### src/rtl/wb_arbiter.sv
// Writeback arbiter owning the register file's single write port.
// ALU results win; load results queue in an in-order FIFO with valid/ready.
module wb_arbiter #(
    parameter int N     = 64,
    parameter int DEPTH = 2
) (
    input  logic                       clk,
    input  logic                       reset,
    input  logic                       alu_valid,
    input  logic [4:0]                 alu_wa,
    input  logic [N-1:0]               alu_wd,
    input  logic                       mem_valid,
    output logic                       mem_ready,
    input  logic [4:0]                 mem_wa,
    input  logic [N-1:0]               mem_wd,
    output logic                       we3,
    output logic [4:0]                 wa3,
    output logic [N-1:0]               wd3,
    output logic [31:0]                pending,
    output logic [$clog2(DEPTH+1)-1:0] fifo_count,
    output logic                       order_err
);

    localparam int CW = $clog2(DEPTH+1);
    localparam int PW = $clog2(DEPTH);
    localparam logic [CW-1:0] FULL = CW'(DEPTH);
    localparam logic [PW-1:0] LAST = PW'(DEPTH-1);
    localparam logic [4:0]    X31  = 5'd31;

    logic [4:0]       r_fwa [DEPTH];
    logic [N-1:0]     r_fwd [DEPTH];
    logic [DEPTH-1:0] r_fvld;
    logic [PW-1:0]    r_rd;
    logic [PW-1:0]    r_wr;
    logic [CW-1:0]    r_cnt;

    logic             r_we;
    logic [4:0]       r_wa;
    logic [N-1:0]     r_wd;
    logic             r_oerr;

    logic             w_alu_req;
    logic             w_push;
    logic             w_pop;
    logic [31:0]      w_fifo_pend;
    logic [31:0]      w_out_pend;
    logic [DEPTH-1:0] w_fvld_nxt;
    logic [CW-1:0]    w_cnt_nxt;

    function automatic logic [PW-1:0] inc(input logic [PW-1:0] p);
        return (p == LAST) ? '0 : p + 1'b1;
    endfunction

    // Ready only looks at registered occupancy, never at this cycle's pop.
    assign mem_ready = !reset && (r_cnt < FULL);
    assign w_alu_req = alu_valid && (alu_wa != X31);
    assign w_push    = mem_valid && mem_ready && (mem_wa != X31);
    assign w_pop     = !w_alu_req && (r_cnt != '0);

    always_comb begin
        w_fifo_pend = '0;
        for (int i = 0; i < DEPTH; i++) begin
            if (r_fvld[i]) begin
                w_fifo_pend[r_fwa[i]] = 1'b1;
            end
        end
    end

    assign w_out_pend = r_we ? (32'd1 << r_wa) : 32'd0;
    assign pending    = (w_fifo_pend | w_out_pend) & 32'h7FFF_FFFF;

    always_comb begin
        w_fvld_nxt = r_fvld;
        if (w_pop) begin
            w_fvld_nxt[r_rd] = 1'b0;
        end
        if (w_push) begin
            w_fvld_nxt[r_wr] = 1'b1;
        end
    end

    always_comb begin
        w_cnt_nxt = r_cnt;
        unique case (1'b1)
            (w_push && !w_pop): w_cnt_nxt = r_cnt + 1'b1;
            (w_pop && !w_push): w_cnt_nxt = r_cnt - 1'b1;
            default:            w_cnt_nxt = r_cnt;
        endcase
    end

    always_ff @(posedge clk) begin
        if (w_push) begin
            r_fwa[r_wr] <= mem_wa;
            r_fwd[r_wr] <= mem_wd;
        end
    end

    always_ff @(posedge clk or posedge reset) begin
        if (reset) begin
            r_rd   <= '0;
            r_wr   <= '0;
            r_cnt  <= '0;
            r_fvld <= '0;
        end else begin
            r_cnt  <= w_cnt_nxt;
            r_fvld <= w_fvld_nxt;
            if (w_push) begin
                r_wr <= inc(r_wr);
            end
            if (w_pop) begin
                r_rd <= inc(r_rd);
            end
        end
    end

    // A FIFO hit on the ALU target means upstream failed to stall on WAW.
    always_ff @(posedge clk or posedge reset) begin
        if (reset) begin
            r_we   <= 1'b0;
            r_wa   <= '0;
            r_wd   <= '0;
            r_oerr <= 1'b0;
        end else begin
            r_we   <= w_alu_req || w_pop;
            r_oerr <= w_alu_req && w_fifo_pend[alu_wa];
            if (w_alu_req) begin
                r_wa <= alu_wa;
                r_wd <= alu_wd;
            end else if (w_pop) begin
                r_wa <= r_fwa[r_rd];
                r_wd <= r_fwd[r_rd];
            end
        end
    end

    assign we3        = r_we;
    assign wa3        = r_wa;
    assign wd3        = r_wd;
    assign fifo_count = r_cnt;
    assign order_err  = r_oerr;

endmodule
### config.mk
export PLATFORM = sky130hd
export DESIGN_NAME = wb_arbiter
export DESIGN_NICKNAME = d
export VERILOG_FILES = /design/src/rtl/wb_arbiter.sv
export SDC_FILE = /design/constraint.sdc
export NUM_CORES = 1
export LEC_CHECK = 0
export ABC_CLOCK_PERIOD_IN_PS = 4150
export BUFFER_PORTS_ARGS = -buffer_cell sky130_fd_sc_hd__buf_2
export CAP_MARGIN = 20
export CELL_PAD_IN_SITES_DETAIL_PLACEMENT = 1
export CELL_PAD_IN_SITES_GLOBAL_PLACEMENT = 1
export CORE_UTILIZATION = 37
export CTS_BUF_LIST = sky130_fd_sc_hd__clkbuf_4 sky130_fd_sc_hd__clkbuf_8 sky130_fd_sc_hd__clkbuf_16
export CTS_CLUSTER_SIZE = 12
export DETAILED_ROUTE_END_ITERATION = 12
export MAX_ROUTING_LAYER = met4
export PLACE_DENSITY_LB_ADDON = 0.15
export SYNTH_ARGS = -nofsm -noshare
export SYNTH_HDL_FRONTEND = slang
export SYNTH_SLANG_ARGS = --single-unit
### constraint.sdc
create_clock -name clk -period 4.15 [get_ports clk]
set_input_delay 0.415 -clock clk [delete_from_list [all_inputs] [get_ports clk]]
set_output_delay 0.415 -clock clk [all_outputs]
set_load 0.01 [all_outputs]
==> results of run 1 <==
per-stage QoR:
step	cells	setup TNS [ps]	utilization (%)	hold slack [ps]
2_1_floorplan	661	-33500	-	422
3_3_place_gp	1190	0	44.2	424
3_5_place_dp	1190	0	44.2	433
4_1_cts	1237	0	47.8	61.2
5_1_grt	1242	0	47.9	62.5
6_report	1242	0	47.9	81.9
worst paths after layout:
| kind | from | end | cells after the start |
|---|---|---|---|
| setup / recovery | r_fwa[1][1] | pending[22] | 4 |
| hold / removal | mem_wd[59] | r_fwd[1][59] | 1 |
| setup reg to reg | r_fwa[1][1] | order_err | 5 |
| hold reg to reg | r_fwd[1][13] | wd3[13] | 2 |
| max in group asynchronous | reset | wd3[63] | 4 |
| min in group asynchronous | reset | wd3[33] | 3 |
power breakdown:
group	internal (W)	switching (W)	total (W)
combinational	0.000618	0.00108	0.00170
sequential	0.00274	0.000310	0.00305
clock	0.00135	0.000840	0.00219
routing by layer:
metal | up-vias | share of wire [%] | wire length (µm)
li1 | 3091 | - | -
met1 | 3488 | 39 | 10800
met2 | 280 | 51 | 14100
met3 | 41 | 7.0 | 1940
met4 | 0 | 2.2 | 601
met5 | - | 0 | 0
critical path: cells and delay by family, from the launching register on:
kind	cells	cell delay, ps
DFF	1	580
and+or+nand+nor	1	660
buffers and inverters	1	150
AOI/OAI and AO/OA	2	430
state kept, by name (all words and copies together), names as in the netlist:
name        count
r_fwd         128
wd3            64
r_fwa          10
wa3             5
fifo_count      2
r_fvld          2
order_err       1
r_rd            1
r_wr            1
we3             1
cell families after synthesis:
group / count (synthesis)
adder cells (fa/ha/maj): 1
other: 1
XOR/XNOR: 7
AO/OA/AOI/OAI: 162
multiplexers: 2
flip-flops: 215
AND/OR/NAND/NOR: 214
buffers and inverters: 59
layout make-up:
type	count	area [µm²]
clock inverters	6	75.1
repair buffers	261	1350
diodes	5	12.5
clock buffers	40	776
fillers	2506	12200
well taps	319	399
multi-input cells	387	2520
inverters	9	35.0
flip-flops and latches	215	6070
placed cells by master, fill, tap and decap left out, types with 2 or more instances in the layout:
cell type  netlist  routed
a31oi_1          2       2
edfxtp_1       138     138
and2_1           2       2
mux2i_1          2       2
and2b_1          2       2
nor2_1          12      10
a21oi_1          2       2
nand2b_1         2       2
o221ai_1         2       2
xnor2_1          5       5
clkbuf_4         0       9
nor3_4           2       2
nand4_1          3       3
and4b_1          5       5
a22oi_1         28      28
a221oi_1        12      12
o211ai_1         2       2
and4_1           2       2
a2111oi_0        2       2
clkbuf_8         0       6
buf_2           25     246
clkinv_2         0       3
nor2_4           0       2
a211oi_1         2       2
dfrtp_1         77      77
o22ai_1          3       3
buf_4            4      14
nor4_1           2       2
xor2_1           2       2
inv_1            9       8
nand2_1        150     150
a222oi_1        68      68
and4bb_2         5       5
nand3_1         11      11
nor2b_1          6       6
clkbuf_16        0      25
a221o_1          3       3
diode_2          0       5
o21ai_0         30      30
what timing repair did:
action	in CTS	in global routing
hold endpoints to repair	17	0
endpoints found under the setup margin	0	0
hold buffers	1	0
==> flow_summary.json, run 1 <==
{
  "grt_use_met2_pct": 39.8,
  "end_kind": "output port",
  "detail-route-antenna-nets": 0,
  "numCtsBuffers": 25,
  "grt_usage_pct": 22.9,
  "routabilityCongestion": 0.912,
  "avgSynthCellArea_um2": 13.4,
  "io_buffers": 246,
  "die_x_um": 157,
  "core_area_um2": 23500,
  "p_per_area_nw_per_um2": 618,
  "synth_seq_cells": 215,
  "post_cts_buffers": 0,
  "synth_area_leaders": "edfxtp_1 47%, dfrtp_1 22%, a222oi_1 7.7%, nand2_1 6.4%, a22oi_1 2.4%",
  "drc_errors": 0,
  "synth-seq-area-share_pct": 68.6,
  "syn_nets": 804,
  "path_clk_slew_ps": 60,
  "area_growth_pct": 27.0,
  "grt_pass1_vias": 7421,
  "cts_resized": 0,
  "synth_top_family_by_area": "compound AO/OA/AOI/OAI gates",
  "reg2reg_slack_ps": 1640,
  "use_met3_pct": 4.13,
  "cts_htree_levels": 1,
  "grt_max_degree": 69,
  "power_w": 0.00694,
  "ys_async_sr_fraction_pct": 35.8,
  "slowest_stage": "nor2b_1",
  "first_iter_violations": 602,
  "gr-usage-met1_pct": 26.9,
  "crit_path_max_fanout": 9,
  "finalMaxSlewViolations": 0,
  "synthMuxAreaShare_pct": 0.226,
  "finalWirelength_mm": 27.5,
  "io_pins": 248,
  "busiest_layer": "met2",
  "clk_latency_ps": 520,
  "via_per_inst": 5.56,
  "startpoint_type": "register",
  "finalCriticalPeriod_ps": 2770,
  "relSlewSlack_pct": 41.5,
  "worstMarginPinSlew_ps": 877,
  "num_rows": 56,
  "die_h_um": 157,
  "initial_utilization_pct": 37.7,
  "synthAdderAreaFrac_pct": 0.141,
  "synthSimpleGateAreaFrac_pct": 12.0,
  "antenna_found_initial": 5,
  "synth_compound_area_share_pct": 15.1,
  "drv_cap": 0,
  "yosys.area.top_type": "edfxtp_1",
  "synth.distinct_cells": 55,
  "max-clock-path-buffers": 3,
  "outcome": "finished, final reports clean",
  "synth_commonest_cells": "150 x nand2_1, 138 x edfxtp_1, 77 x dfrtp_1, 68 x a222oi_1, 30 x o21ai_0",
  "synth_area_um2": 8850,
  "setup_viol": 0,
  "hold_violations": 0,
  "cts_tree": "built",
  "nets": 1042,
  "place_area_um2": 10400,
  "max_freq_ghz": 0.362,
  "synthesis.instances": 661,
  "synth_xor_area_share_pct": 0.693,
  "wire_per_inst_um": 22.1,
  "ir_worst_vdd_uv": 364,
  "cts.sinks": 215,
  "crit_required_ps": 3730,
  "synth.most_common_cell": "nand2_1",
  "grt_pass1_wl_mm": 41.7,
  "synth_top_area_share_pct": 46.8,
  "path_cells": "nor2b_1 -> a22oi_1 -> o21ai_0 -> buf_2",
  "crit_arrival_ps": 2350,
  "drive_gt1_share_pct": 35.2,
  "hpwlAfterDp_mm": 18.7,
  "root_buffer": "clkbuf_16",
  "fin_skew_ps": 15.9,
  "critical_path_class": "register to output port",
  "dieArea_um2": 24500,
  "synth_warnings": 0,
  "cpPeakStageDelay_ps": 660,
  "final_cell_area_um2": 11200,
  "pre_cts_slack_ps": 1340,
  "fin_crit_sh_pct": 66.6,
  "synth_edf_count": 138,
  "leakage_nw": 4.67,
  "rsz0062_at_grt": "no",
  "ys.flop_type": "edfxtp_1",
  "setup_ws_ps": 1380,
  "vias": 6900,
  "globalRoute.totalOverflow": 0,
  "drt-pass1-iter-count": 6,
  "hp-class": "primary input to register"
}
No activity file was read; power rests on OpenSTA's default activity.
==> inputs of run 2 (changes only) <==
- ABC_AREA: unset -> 1
- ABC_CLOCK_PERIOD_IN_PS: 4150 -> 2720
- CORE_UTILIZATION: 37 -> 40
- clock period: 4.15 -> 2.72 ns (I/O delays scaled with it)
==> run 2 against run 1 <==
Net effect:
- utilization grew 8.8 points
- area after synthesis grew 4.4%
- routed wire length grew 19%
- synthesized cell count grew 35%
- critical path depth rose by 2
- global-route usage rose by 5.7 points
- sequential share of layout area fell by 6.7 points
- clock-buffer cell count shrank 8
- register-to-register slack worse by 1000 ps
- non-clock buffer count grew 123
- first-iteration DRC count fell by 15%
- die area down 3.4%
==> flow_summary.json, run 2 <==
{
  "wl_met1_mm": 13.5,
  "critical_path_class": "register to output port",
  "hpwlAfterDp_mm": 20.2,
  "synth_top_area_share_pct": 44.9,
  "worstMarginPinSlew_ps": 907,
  "grt_usage_pct": 28.6,
  "root_buffer": "clkbuf_16",
  "final_cell_mix": "322 x nand2_1, 246 x buf_2, 138 x edfxtp_1",
  "relSlewSlack_pct": 39.2,
  "synth_edf_count": 138,
  "core_area_um2": 22600,
  "final_cell_area_um2": 12800,
  "hp-class": "primary input to register",
  "setup_viol": 0,
  "ys.flop_type": "edfxtp_1",
  "met2_wirelength_mm": 16.8,
  "globalRoute.totalOverflow": 0,
  "clk_latency_ps": 510,
  "nFillCells": 2501,
  "grt_pass1_vias": 8984,
  "max_flop_register": "r_fwd",
  "synthesis.instances": 894,
  "fin_crit_sh_pct": 93.5,
  "yosys.area.top_type": "edfxtp_1",
  "slowest_stage": "nor2_1",
  "area_growth_pct": 39.0,
  "finalCriticalPeriod_ps": 2540,
  "crit_required_ps": 2450,
  "cts_tree": "built",
  "synth-seq-area-share_pct": 65.7,
  "cpPeakStageDelay_ps": 530,
  "largest_reg_flops": 128,
  "die_x_um": 154,
  "synth_commonest_cells": "322 x nand2_1, 138 x edfxtp_1, 105 x nand3_1, 77 x dfrtp_1, 69 x nand4_1",
  "detail-route-antenna-nets": 0,
  "initial_utilization_pct": 40.8,
  "crit_arrival_ps": 2270,
  "syn_nets": 1037,
  "synth_area_um2": 9240,
  "final_core_util_pct": 56.7,
  "post_cts_buffers": 0,
  "nets": 1403,
  "synth_warnings": 0,
  "finalMaxSlewViolations": 0,
  "synth.distinct_cells": 30,
  "outcome": "finished, final reports clean",
  "top_layer": "met4",
  "drc_errors": 0,
  "ys_async_sr_fraction_pct": 35.8,
  "max_freq_ghz": 0.393,
  "finalWirelength_mm": 32.7,
  "max-clock-path-buffers": 3,
  "io_buffers": 246,
  "wire_per_inst_um": 20.9,
  "final_common_cell": "nand2_1",
  "path_clk_slew_ps": 50,
  "avgSynthCellArea_um2": 10.3,
  "drt-pass1-iter-count": 4,
  "rsz0062_at_grt": "no",
  "first_iter_violations": 510,
  "num_rows": 55,
  "critical_path_buf_inv_count": 2,
  "numCtsBuffers": 24,
  "hold_violations": 0,
  "startpoint_type": "register",
  "vias": 8327,
  "via_per_inst": 5.32,
  "antenna_found_initial": 3,
  "cts.sinks": 215,
  "crit_path_max_fanout": 8,
  "routabilityCongestion": 0.982,
  "path_cells": "inv_1 -> nor2_1 -> nand2_1 -> o21ai_0 -> o21bai_1 -> buf_2",
  "route.met3.wl_mm": 1.50,
  "end_kind": "output port",
  "drv_cap": 0,
  "grt_pass1_wl_mm": 50.5,
  "die_h_um": 154,
  "cts_htree_levels": 1,
  "fin_skew_ps": 15.8,
  "path_delay_family": "simple AND/OR/NAND/NOR gates",
  "grt_max_degree": 70,
  "place_area_um2": 10800,
  "p_per_area_nw_per_um2": 853,
  "synth_area_leaders": "edfxtp_1 45%, dfrtp_1 21%, nand2_1 13%, nand3_1 5.7%, nand4_1 4.7%",
  "fin_hold_ws_ps": 8.41,
  "leakage_nw": 5.48,
  "ir_worst_vdd_uv": 514,
  "synth_seq_cells": 215,
  "synth.most_common_cell": "nand2_1",
  "io_pins": 248,
  "dieArea_um2": 23700,
  "drive_gt1_share_pct": 24.7
}
## run 2: cell types whose count changed after synthesis, moves of 18 or more
| cell | delta |
|---|---|
| nand4_1 | +66 |
| nand2_1 | +172 |
| inv_1 | +19 |
| a22oi_1 | -28 |
| nand3_1 | +94 |
| a222oi_1 | -68 |
| o21bai_1 | +18 |
## run 2: cell families (layout without fill, tap and decap cells)
logic type | after synthesis | after routing | synth area share (%)
AND/OR/NAND/NOR | 532 | 532 | 25.4
flip-flops | 215 | 215 | 65.7
buffers and inverters | 79 | 462 | 4.12
AO/OA/AOI/OAI | 63 | 63 | 4.31
XOR/XNOR | 3 | 3 | 0.285
adder cells (fa/ha/maj) | 1 | 1 | 0.135
other | 1 | 4 | 0.0406
## run 2: layout make-up
class	count	area (µm²)	area share [%]
Timing Repair Buffer	384	2650	20.6
Clock inverter	11	136	1.06
Clock buffer	32	673	5.24
Inverter	35	136	1.06
Sequential cell	215	6070	47.3
Multi-Input combinational cell	600	2810	21.9
Antenna cell	3	7.51	0.0585
Tap cell	285	357	2.78
## run 2: routing by layer
layer	GRT usage, %	vias up
li1	-	3846
met1	34.5	4138
met2	50.0	285
met3	3.72	58
met4	8.33	0
met5	-	-
## run 2: repair_timing
item | 4_1_cts | 5_1_grt
endpoints found under the setup margin | 0 | 4
hold endpoints to repair | 199 | 0
gates resized for setup | 0 | 1
hold buffers | 123 | 0
## run 2: worst register-to-register path: stages (launching register included)
cell	delay (ps)
edfxtp_1	440
inv_1	90
nor2_1	530
nand2_1	100
o21ai_0	210
nand2_1	90
nand3_1	100
nand2_1	90
nand2_1	80
nand2_1	50
inv_1	50
nand2_1	50
nand2_1	60
nand2_1	50
inv_1	40
## run 2: path summary, 6_finish.rpt
| check | from | end | slack (ps) | cells after the start |
|---|---|---|---|---|
| hold reg to reg | r_fwd[0][20] | wd3[20] | 450 | 2 |
| max in group asynchronous | reset | wd3[18] | 1800 | 4 |
| setup reg to reg | r_fwa[0][0] | order_err | 620 | 14 |
| setup / recovery | r_fwa[0][0] | pending[19] | 180 | 6 |
| hold / removal | alu_wd[42] | wd3[42] | 8 | 3 |
| min in group asynchronous | reset | wd3[0] | 250 | 3 |
## run 2: report_power, final
group / leakage (nW) / internal, W / switching [W]
Sequential: 2.18 / 0.00417 / 0.000471
Combinational: 2.89 / 0.00105 / 0.00196
Clock: 0.405 / 0.00202 / 0.00127
Total: 5.48 / 0.00725 / 0.00371
## run 2: per-stage QoR
step	setup TNS, ps	std cells	worst slack, ps	total power [W]
floorplan	-65150	894	-472	0.00618
global placement	0	1396	685	0.00745
detailed placement	0	1396	592	0.00753
CTS	0	1562	88.9	0.0110
global route	0	1565	44.4	0.0114
finish	0	1565	177	0.0110
